### src/rtl/dphy_pkg.sv
// Shared D-PHY definitions: transmit FSM states, sync byte, LP line encodings
// and the line-level decode used by the transmit lane.
package dphy_pkg;

  localparam int unsigned DPHY_BYTE_W    = 8;
  localparam int unsigned DPHY_BIT_IDX_W = 3;

  localparam logic [DPHY_BYTE_W-1:0] DPHY_SYNC_BYTE = 8'hB8;

  typedef enum logic [2:0] {
    IDLE,
    LPX,
    PREP,
    ZERO,
    SYNC,
    DATA,
    TRAIL,
    EXIT
  } dphy_tx_state_e;

  // Low-power line states, encoded as {lp_p, lp_n}; shared with the receive path.
  typedef enum logic [1:0] {
    LP_00 = 2'b00,
    LP_01 = 2'b01,
    LP_10 = 2'b10,
    LP_11 = 2'b11
  } dphy_lp_state_e;

  typedef struct packed {
    dphy_lp_state_e lp;
    logic           hs_en;
  } dphy_line_t;

  // Line levels driven while the transmitter sits in a given state.
  function automatic dphy_line_t dphy_tx_line(input dphy_tx_state_e st);
    dphy_line_t l;
    l.lp    = LP_00;
    l.hs_en = 1'b0;
    case (st)
      IDLE, EXIT: l.lp = LP_11;
      LPX:        l.lp = LP_01;
      PREP:       l.lp = LP_00;
      default: begin
        l.lp    = LP_00;
        l.hs_en = 1'b1;
      end
    endcase
    return l;
  endfunction

  function automatic int unsigned dphy_max(input int unsigned a, input int unsigned b);
    return (a > b) ? a : b;
  endfunction

endpackage

### src/rtl/dphy_tx_shift.sv
// LSB-first byte serializer with bit index.
// Ports:
//   clk_i, reset_n_i  clock, synchronous active-low reset
//   load_i            load load_data_i, restart bit index at 0 (highest priority)
//   clear_i           zero shift register and bit index
//   shift_i           shift right by one bit, advance bit index (wraps 7->0)
//   load_data_i       byte to serialize
//   bit_o             bit currently presented on the line (register bit 0)
//   last_bit_o        bit index 7 is on the line (byte boundary)
module dphy_tx_shift
  import dphy_pkg::*;
(
  input  logic                   clk_i,
  input  logic                   reset_n_i,
  input  logic                   load_i,
  input  logic                   clear_i,
  input  logic                   shift_i,
  input  logic [DPHY_BYTE_W-1:0] load_data_i,
  output logic                   bit_o,
  output logic                   last_bit_o
);

  logic [DPHY_BYTE_W-1:0]    sreg_q;
  logic [DPHY_BIT_IDX_W-1:0] idx_q;

  // Shift register and bit index.
  always_ff @(posedge clk_i) begin
    if (!reset_n_i) begin
      sreg_q <= '0;
      idx_q  <= '0;
    end else if (load_i) begin
      sreg_q <= load_data_i;
      idx_q  <= '0;
    end else if (clear_i) begin
      sreg_q <= '0;
      idx_q  <= '0;
    end else if (shift_i) begin
      sreg_q <= {1'b0, sreg_q[DPHY_BYTE_W-1:1]};
      idx_q  <= idx_q + DPHY_BIT_IDX_W'(1);
    end
  end

  assign bit_o      = sreg_q[0];
  assign last_bit_o = (idx_q == DPHY_BIT_IDX_W'(DPHY_BYTE_W - 1));

endmodule

### src/rtl/dphy_tx_lane.sv
// Single-lane D-PHY HS transmitter: sequences LP-11 -> LP-01 -> LP-00 ->
// HS-zero -> sync -> payload -> HS-trail -> LP-11, one serial bit per clock.
// Ports:
//   clk_i         bit clock
//   reset_n_i     synchronous active-low reset
//   tx_request_i  burst wanted / next byte available
//   tx_data_i     byte offered while tx_request_i is high
//   tx_ready_o    byte consumed this cycle (combinational on tx_request_i)
//   stop_state_o  lane idle in LP-11
//   lp_p_o/lp_n_o low-power line levels
//   hs_en_o       HS driver enable
//   hs_data_o     serial HS bit
// T_LPX and T_HS_PREPARE are assumed >= 1 like the other timing parameters.
module dphy_tx_lane
  import dphy_pkg::*;
#(
  parameter int unsigned T_LPX        = 4,
  parameter int unsigned T_HS_PREPARE = 6,
  parameter int unsigned T_HS_ZERO    = 16,
  parameter int unsigned T_HS_TRAIL   = 8
) (
  input  logic                   clk_i,
  input  logic                   reset_n_i,
  input  logic                   tx_request_i,
  input  logic [DPHY_BYTE_W-1:0] tx_data_i,
  output logic                   tx_ready_o,
  output logic                   stop_state_o,
  output logic                   lp_p_o,
  output logic                   lp_n_o,
  output logic                   hs_en_o,
  output logic                   hs_data_o
);

  localparam int unsigned T_MAX = dphy_max(dphy_max(T_LPX, T_HS_PREPARE),
                                           dphy_max(T_HS_ZERO, T_HS_TRAIL));
  localparam int unsigned CNT_W = $clog2(T_MAX) + 1;

  localparam logic [CNT_W-1:0] LPX_LOAD   = CNT_W'(T_LPX - 1);
  localparam logic [CNT_W-1:0] PREP_LOAD  = CNT_W'(T_HS_PREPARE - 1);
  localparam logic [CNT_W-1:0] ZERO_LOAD  = CNT_W'(T_HS_ZERO - 1);
  localparam logic [CNT_W-1:0] TRAIL_LOAD = CNT_W'(T_HS_TRAIL - 1);

  dphy_tx_state_e         state_q, state_d;
  logic [CNT_W-1:0]       cnt_q, cnt_d;
  logic                   cnt_done;

  logic                   sh_load, sh_clear, sh_shift;
  logic [DPHY_BYTE_W-1:0] sh_data;
  logic                   sh_bit, sh_last;

  dphy_line_t             line_d;
  logic [1:0]             lp_d;
  logic                   stop_d;

  dphy_tx_shift u_shift (
    .clk_i       (clk_i),
    .reset_n_i   (reset_n_i),
    .load_i      (sh_load),
    .clear_i     (sh_clear),
    .shift_i     (sh_shift),
    .load_data_i (sh_data),
    .bit_o       (sh_bit),
    .last_bit_o  (sh_last)
  );

  assign cnt_done  = (cnt_q == '0);
  assign hs_data_o = sh_bit;

  // A byte is taken only on the last bit of SYNC/DATA; held off while in reset.
  assign tx_ready_o = reset_n_i && tx_request_i && sh_last &&
                      ((state_q == SYNC) || (state_q == DATA));

  // Next-state, timing counter and serializer control.
  always_comb begin
    state_d  = state_q;
    cnt_d    = cnt_q;
    sh_load  = 1'b0;
    sh_clear = 1'b0;
    sh_shift = 1'b0;
    sh_data  = DPHY_SYNC_BYTE;
    unique case (state_q)
      IDLE: begin
        sh_clear = 1'b1;
        if (tx_request_i) begin
          state_d = LPX;
          cnt_d   = LPX_LOAD;
        end
      end
      LPX: begin
        sh_clear = 1'b1;
        if (cnt_done) begin
          state_d = PREP;
          cnt_d   = PREP_LOAD;
        end else begin
          cnt_d = cnt_q - CNT_W'(1);
        end
      end
      PREP: begin
        sh_clear = 1'b1;
        if (cnt_done) begin
          state_d = ZERO;
          cnt_d   = ZERO_LOAD;
        end else begin
          cnt_d = cnt_q - CNT_W'(1);
        end
      end
      ZERO: begin
        if (cnt_done) begin
          state_d = SYNC;
          sh_load = 1'b1;
        end else begin
          sh_clear = 1'b1;
          cnt_d    = cnt_q - CNT_W'(1);
        end
      end
      SYNC, DATA: begin
        if (sh_last) begin
          sh_load = 1'b1;
          if (tx_request_i) begin
            state_d = DATA;
            sh_data = tx_data_i;
          end else begin
            // Trail holds the inverse of the last payload bit for its whole length.
            state_d = TRAIL;
            cnt_d   = TRAIL_LOAD;
            sh_data = {DPHY_BYTE_W{~sh_bit}};
          end
        end else begin
          sh_shift = 1'b1;
        end
      end
      TRAIL: begin
        if (cnt_done) begin
          state_d  = EXIT;
          sh_clear = 1'b1;
        end else begin
          cnt_d = cnt_q - CNT_W'(1);
        end
      end
      EXIT: begin
        state_d  = IDLE;
        sh_clear = 1'b1;
      end
      default: begin
        state_d  = IDLE;
        sh_clear = 1'b1;
      end
    endcase
    line_d = dphy_tx_line(state_d);
    lp_d   = line_d.lp;
    stop_d = (state_d == IDLE);
  end

  // State, counter and registered line outputs.
  always_ff @(posedge clk_i) begin
    if (!reset_n_i) begin
      state_q      <= IDLE;
      cnt_q        <= '0;
      lp_p_o       <= 1'b1;
      lp_n_o       <= 1'b1;
      hs_en_o      <= 1'b0;
      stop_state_o <= 1'b1;
    end else begin
      state_q      <= state_d;
      cnt_q        <= cnt_d;
      lp_p_o       <= lp_d[1];
      lp_n_o       <= lp_d[0];
      hs_en_o      <= line_d.hs_en;
      stop_state_o <= stop_d;
    end
  end

endmodule

### config.mk
export PLATFORM = sky130hd
export DESIGN_NAME = dphy_tx_lane
export DESIGN_NICKNAME = d
export VERILOG_FILES = /design/src/rtl/dphy_pkg.sv /design/src/rtl/dphy_tx_shift.sv /design/src/rtl/dphy_tx_lane.sv
export SDC_FILE = /design/constraint.sdc
export NUM_CORES = 1
export LEC_CHECK = 0
export ABC_AREA = 1
export CAP_MARGIN = 20
export CORE_MARGIN = 1
export CORE_UTILIZATION = 25
export DETAILED_ROUTE_END_ITERATION = 6
export GPL_TIMING_DRIVEN = 0
export HOLD_SLACK_MARGIN = 0.06
export PLACE_DENSITY = 0.52
export SLEW_MARGIN = 0
export SYNTH_ARGS = -nofsm -noshare
export SYNTH_HDL_FRONTEND = slang
export SYNTH_SLANG_ARGS = --single-unit
### constraint.sdc
create_clock -name clk_i -period 1.65 [get_ports clk_i]
set_input_delay 0.33 -clock clk_i [delete_from_list [all_inputs] [get_ports clk_i]]
set_output_delay 0.33 -clock clk_i [all_outputs]
set_load 0.05 [all_outputs]
==> metrics.txt, run 1 <==
# TYPE chip_impl_metric gauge
chip_impl_info{name="result_of_the_run",value="finished, violations left"} 1
chip_impl_info{name="violations",value="setup timing"} 1
chip_impl_metric{name="detailedPlacementHpwl",unit="um"} 2445
chip_impl_metric{name="final_antenna_net_count",unit=""} 0
chip_impl_metric{name="finish.cell_count_without_fillers",unit=""} 298
chip_impl_metric{name="groute.usage.overall",unit="%"} 12.26
chip_impl_metric{name="post-route-period-util",unit="%"} 104.6
chip_impl_metric{name="timing_max_transition_violations_final",unit=""} 0
chip_impl_metric{name="area_growth_syn_to_layout",unit="%"} 31.85
chip_impl_metric{name="synth_area",unit="um2"} 1434
chip_impl_metric{name="hold_slack",unit="ns"} 0.4906
chip_impl_metric{name="number_of_antenna_violations_at_the_first_check_in_global_routing",unit=""} 0
chip_impl_metric{name="numPortBuffers",unit=""} 15
chip_impl_metric{name="cp.buffers_inverters",unit=""} 3
chip_impl_metric{name="finish.net_count",unit=""} 241
chip_impl_metric{name="floorplan.initialDensity",unit="%"} 26.04
chip_impl_metric{name="utilization_after_layout",unit="%"} 34.33
chip_impl_metric{name="drt-vias-per-instance",unit=""} 4.607
chip_impl_info{name="worstHoldPathType",value="flip-flop to flip-flop"} 1
chip_impl_metric{name="post-place-cells",unit=""} 286
chip_impl_metric{name="synth_async_sr_flop_share",unit="%"} 0
chip_impl_metric{name="worst-endpoint-arrival",unit="ns"} 1.40
chip_impl_metric{name="avgSynthCellArea",unit="um2"} 7.205
chip_impl_metric{name="timing.max_slew.rel_slack",unit="%"} 67.92
chip_impl_metric{name="slew_at_the_pin_with_the_worst_max_slew_slack",unit="ns"} 0.4831
chip_impl_metric{name="design.die.area",unit="um2"} 6043
chip_impl_metric{name="fp-row-count",unit=""} 27
chip_impl_metric{name="layout_setup_ws",unit="ns"} -0.07670
chip_impl_info{name="slowest_stage",value="sky130_fd_sc_hd__clkdlybuf4s50_1"} 1
chip_impl_metric{name="gp_routability_congestion",unit=""} 0.7941
chip_impl_metric{name="clk_transition_reported_paths",unit="ns"} 0.08
chip_impl_info{name="mostFrequentLayoutCells",value="sky130_fd_sc_hd__nand2_1 (35), sky130_fd_sc_hd__dfxtp_1 (21), sky130_fd_sc_hd__inv_1 (19)"} 1
chip_impl_metric{name="drt_first_iter_violations",unit=""} 95
chip_impl_metric{name="mappedNetlistNets",unit=""} 213
chip_impl_metric{name="timing_hold_violations_final",unit=""} 0
chip_impl_metric{name="antenna_cells",unit=""} 0
chip_impl_metric{name="clock-skew-final",unit="ns"} 0.001941
chip_impl_metric{name="static-leakage-power",unit="nW"} 0.8328
chip_impl_info{name="synth_largest_area_cell",value="sky130_fd_sc_hd__dfxtp_1"} 1
chip_impl_metric{name="die_y",unit="um"} 77.74
chip_impl_metric{name="drive_above_1_share",unit="%"} 27.88
chip_impl_info{name="r2r-start",value="u_shift.idx_q[1]"} 1
chip_impl_info{name="clock_tree.root_cell",value="sky130_fd_sc_hd__clkbuf_8"} 1
chip_impl_metric{name="grt_start_max_net_pins",unit=""} 13
chip_impl_metric{name="wl_per_cell",unit="um"} 12.03
chip_impl_metric{name="peakVddDrop",unit="mV"} 0.4375
chip_impl_metric{name="grt_pass1_wl",unit="um"} 5906
chip_impl_metric{name="worstPathRequired",unit="ns"} 1.32
chip_impl_metric{name="grt_overflow_total",unit=""} 0
chip_impl_metric{name="ys_seq_area_share",unit="%"} 32.11
chip_impl_metric{name="dr_total_vias",unit=""} 1373
chip_impl_metric{name="num_io_pins",unit=""} 17
chip_impl_metric{name="yosys_register_bits",unit=""} 23
chip_impl_info{name="rsz0062_at_grt",value="yes"} 1
chip_impl_metric{name="clkSinkCount",unit=""} 23
chip_impl_metric{name="design.core.area",unit="um2"} 5507
chip_impl_info{name="yosys_most_used_dff",value="sky130_fd_sc_hd__dfxtp_1"} 1
chip_impl_metric{name="postSynthCellCount",unit=""} 199
chip_impl_metric{name="dr.pass1.iters",unit=""} 4
chip_impl_metric{name="report.final.setup_viol",unit=""} 1
chip_impl_info{name="path_class",value="input pin to primary output"} 1
chip_impl_info{name="worst_setup_path_start_kind",value="input pin"} 1
chip_impl_metric{name="cts_htree_levels",unit=""} 1
chip_impl_metric{name="grt_pass1_vias",unit=""} 1301
chip_impl_info{name="crit_path_start",value="reset_n_i"} 1
chip_impl_metric{name="yosys_warnings",unit=""} 0
chip_impl_metric{name="final.fill_count",unit=""} 594
chip_impl_metric{name="synth_enable_flop_cells",unit=""} 0
chip_impl_metric{name="synth_cell_type_count",unit=""} 31
chip_impl_metric{name="drc_errors",unit=""} 0
chip_impl_info{name="post_synth_main_area_contributors",value="sky130_fd_sc_hd__dfxtp_1 (32%), sky130_fd_sc_hd__nand2_1 (9.9%), sky130_fd_sc_hd__nand3_1 (7.0%)"} 1
chip_impl_metric{name="cap_viol_max_count",unit=""} 0
chip_impl_metric{name="pwr_density_cell",unit="nW/um2"} 1080
chip_impl_metric{name="route.final.wire_length",unit="um"} 3584
chip_impl_info{name="critPathTopFamily",value="buffers and inverters"} 1
chip_impl_info{name="mostFrequentLayoutCell",value="sky130_fd_sc_hd__nand2_1"} 1
chip_impl_metric{name="worst-path-max-fanout",unit=""} 6
chip_impl_metric{name="worstSkewPairLatency",unit="ns"} 0.27
chip_impl_info{name="worstSetupEndpointType",value="primary output"} 1
chip_impl_metric{name="ctsLongestPathBuffers",unit=""} 2
chip_impl_info{name="worst_hold_startpoint",value="u_shift.sreg_q[5]"} 1
chip_impl_info{name="worstPathCellList",value="clkdlybuf4s50_1, inv_2, nor2_4, buf_6"} 1
chip_impl_metric{name="max_freq",unit="MHz"} 579.1
chip_impl_metric{name="fp.dieW",unit="um"} 77.74
chip_impl_info{name="cts_tree",value="done"} 1
chip_impl_metric{name="yosysTopAreaCellShare",unit="%"} 32.11
chip_impl_metric{name="final_period_minus_worst_setup_slack",unit="ns"} 1.727
chip_impl_metric{name="worst_path_largest_cell_delay",unit="ns"} 0.62
chip_impl_metric{name="cts-buffers-inserted",unit=""} 3
==> worst reg2reg max path, cell delays in order, from the launching register on <==
cell	delay (ns)
sky130_fd_sc_hd__dfxtp_2	0.36
sky130_fd_sc_hd__ha_4	0.14
sky130_fd_sc_hd__ha_4	0.12
sky130_fd_sc_hd__buf_4	0.11
sky130_fd_sc_hd__inv_1	0.07
sky130_fd_sc_hd__o21ai_1	0.16
sky130_fd_sc_hd__nand3_2	0.14
sky130_fd_sc_hd__buf_4	0.16
sky130_fd_sc_hd__inv_1	0.05
sky130_fd_sc_hd__nand2_2	0.07
sky130_fd_sc_hd__nor2_1	0.11
sky130_fd_sc_hd__nor2_1	0.04
==> flip-flops by register name (all words and copies together), names as in the netlist <==
name	count
u_shift.sreg_q	8
cnt_q	5
hs_en_o	1
u_shift.idx_q	3
lp_n_o	1
state_q	3
lp_p_o	1
stop_state_o	1
==> cells by family (layout without fill, tap and decap cells) <==
| family | Yosys count | after routing | synth area share [%] |
|---|---|---|---|
| buf+inv | 31 | 57 | 9.860 |
| flops | 23 | 23 | 32.11 |
| compound gates | 40 | 40 | 15.53 |
| simple gates | 100 | 101 | 38.66 |
| xor+xnor | 2 | 2 | 1.222 |
| fa+ha+maj | 3 | 3 | 2.618 |
==> synthesized netlist by cell type, types with 2 or more instances <==
cell type / count
sky130_fd_sc_hd__nand2_1: 38
sky130_fd_sc_hd__inv_4: 2
sky130_fd_sc_hd__ha_1: 3
sky130_fd_sc_hd__a211oi_1: 4
sky130_fd_sc_hd__inv_1: 21
sky130_fd_sc_hd__nor2_4: 2
sky130_fd_sc_hd__a21oi_1: 13
sky130_fd_sc_hd__buf_6: 2
sky130_fd_sc_hd__nand2_4: 3
sky130_fd_sc_hd__inv_2: 3
sky130_fd_sc_hd__o21ai_0: 13
sky130_fd_sc_hd__o21ai_1: 5
sky130_fd_sc_hd__nor2_1: 23
sky130_fd_sc_hd__o21ai_2: 2
sky130_fd_sc_hd__a31oi_1: 2
sky130_fd_sc_hd__nand3_2: 4
sky130_fd_sc_hd__nor2_8: 4
sky130_fd_sc_hd__dfxtp_1: 23
sky130_fd_sc_hd__nand3_1: 20
==> worst paths after layout <==
path	end	slack, ns	cells after the start
setup / recovery	tx_ready_o	-0.08	4
hold / removal	u_shift.sreg_q[4]	0.49	2
setup reg to reg	cnt_q[0]	0.02	11
hold reg to reg	u_shift.sreg_q[4]	0.49	2
==> per-stage QoR <==
stage           TNS, ns  power, mW  setup WS (ns)  instance area [um2]
6_report       -0.07670      2.042       -0.07670                 1891
5_1_grt         -0.7542      2.192        -0.1469                 1891
4_1_cts        -0.08940      1.929       -0.08940                 1772
3_5_place_dp     -1.161      1.587        -0.7634                 1682
3_3_place_gp     -1.380      1.586        -0.7802                 1682
2_1_floorplan         0      1.378        0.08822                 1441
==> cell type report <==
cell class	instances	area [um2]	area share, %
Multi-Input combinational cell	146	945.9	50.03
Sequential cell	23	462.9	24.49
Timing Repair Buffer	22	205.2	10.85
Inverter	26	102.6	5.427
Tap cell	72	90.09	4.765
Clock buffer	4	45.04	2.383
Buffer	5	38.79	2.052
==> power breakdown <==
part / internal, mW / switching, mW / total, mW
registers: 0.632 / 0.0354 / 0.668
clock network: 0.173 / 0.191 / 0.363
logic: 0.350 / 0.661 / 1.01
==> routing by layer <==
| metal | track usage, % | vias to the layer above | share of wire, % |
|---|---|---|---|
| met5 | 0 | - | 0 |
| met4 | 6.415 | 0 | 2.4 |
| met3 | 2.000 | 11 | 3.1 |
| met2 | 20.09 | 25 | 48 |
| met1 | 15.34 | 632 | 47 |
| li1 | - | 705 | - |
==> timing repair <==
item,4_1_cts,5_1_grt
buffers inserted,3,4
endpoints found under the setup margin,9,18
hold buffers,0,0
resized for setup,19,22
cloned,0,1
pin swaps,3,13
Power figures use the tool's default switching activity.
==> run 2: changes to the inputs <==
CAP_MARGIN = 25   (was 20)
==> results of run 2 <==
No change in the layout: final DEF, timing and power equal those of run 1.
==> patch, RTL diff (flow settings as in run 1) <==
Change the package constant `DPHY_BIT_IDX_W` from 3 to 4.
--- a/src/rtl/dphy_pkg.sv
+++ b/src/rtl/dphy_pkg.sv
@@ -4,5 +4,5 @@
 
   localparam int unsigned DPHY_BYTE_W    = 8;
-  localparam int unsigned DPHY_BIT_IDX_W = 3;
+  localparam int unsigned DPHY_BIT_IDX_W = 4;
 
   localparam logic [DPHY_BYTE_W-1:0] DPHY_SYNC_BYTE = 8'hB8;
Function: no difference found for any inputs over 10 cycles, from zero or initial values and one cycle with reset_n_i low; that may be too few to reach the edited logic, so the function may still have changed.
==> patch against run 1 <==
Sequential share of layout area increased by 1.1 points. Worst setup slack gained 77 ps. Largest cell class unchanged. Synthesized area up 1.3%. Power is 5.7% higher. Sequential cell count rose by 1. Critical path depth increased by 2. Cell area grew 0.27%. Non-clock buffer count is 1 higher. Clock skew rose by 4.0 ps. Routed wire length shrank 0.45%.
==> patch: results (changes against run 1) <==
* RR Endpoint: u_shift.sreg_q[6]$_SDFFE_PN0P_ (was cnt_q[0]$_SDFFE_PN0P_)
* Metal2 WL at 1630 µm (was 1710 µm)
* Drt initial violations at 83 (was 95)
* Ranking of synthesized cells by area: dfxtp_1, nand2_1, nor2_1 (was dfxtp_1, nand2_1, nand3_1)
* Delay-heaviest family, CP: flip-flops (was buffers and inverters)
* Layout cells sized above 1 at 20.4% (was 27.9%)
* Count of cell types in the netlist at 27 (was 31)
* Cell depth of the worst flop-to-flop path at 9 (was 11)
* Largest net degree at the start of global routing at 14 (was 13)
* Placer Congestion at 0.792 (was 0.794)
* DP HPWL at 2540 µm (was 2450 µm)
* Port Buffer Count at 16 (was 15)
* Leak at 0.000813 µW (was 0.000833 µW)
* Sequential area share after synthesis at 33.1% (was 32.1%)
* Mapped Nets at 229 (was 213)
* Worst Hold End: u_shift.sreg_q[7]$_SDFFE_PN0P_ (was u_shift.sreg_q[4]$_SDFFE_PN0P_)
* CP peak stage delay at 370 ps (was 620 ps)
* Routed wire length at 3570 µm (was 3580 µm)
* First-pass GRT wire length at 6030 µm (was 5910 µm)
* Met3 Track Usage GR at 1.86% (was 2.00%)
* Non-CTS buffers at 28 (was 27)
* Min-Delay Startpoint: u_shift.sreg_q[7]$_SDFFE_PN0P_ (was u_shift.sreg_q[5]$_SDFFE_PN0P_)
* Setup bufs post-CTS at 4 (was 3)
* WL met3 at 81 µm (was 112 µm)
* Footprint of the multi-input gates at 913 µm² (was 946 µm²)
* CTS resizes at 23 (was 19)
* M2 GR Usage at 20.3% (was 20.1%)
* Fill count at 609 (was 594)
* Outcome: completed (was complete, but fails checks)
* Setup Skew at 5.96 ps (was 1.94 ps)
* Yosys reg bits at 24 (was 23)
* Final Net Count at 259 (was 241)
* Met1 Usage GRT at 16.1% (was 15.3%)
* VDD IR max at 413 µV (was 437 µV)
-- patch: cell count changes after synthesis, sizes merged, moves of 4 or more --
cell | run 1 | this run
a211oi | 4 | 0
a21oi | 13 | 23
nand2 | 42 | 51
nand3 | 25 | 18
nand4 | 1 | 6
nor2 | 30 | 37
-- patch: per-stage QoR --
stage                     util [%]  hold WS, ps  setup slack [ps]  area, µm²
after floorplan                  -          439              6.30       1470
after global placement        31.0          449              -946       1720
after detailed placement      31.0          453              -948       1720
after CTS                     33.0          467             -40.2       1830
after global routing          34.2          501             -60.8       1900
final                         34.2          468             0.142       1900
-- patch: cells by family after synthesis --
logic type                 share of synthesized area, %
DFF                                                33.1
buffers and inverters                              8.44
and+or+nand+nor                                    39.7
xor gates and xnor gates                           1.21
AOI/OAI and AO/OA                                  15.8
adders and majority gates                          1.72
-- patch: power by group --
part	internal [µW]	switching, µW
clock	214	203
sequential	668	78.5
combinational	337	659
total	1220	941
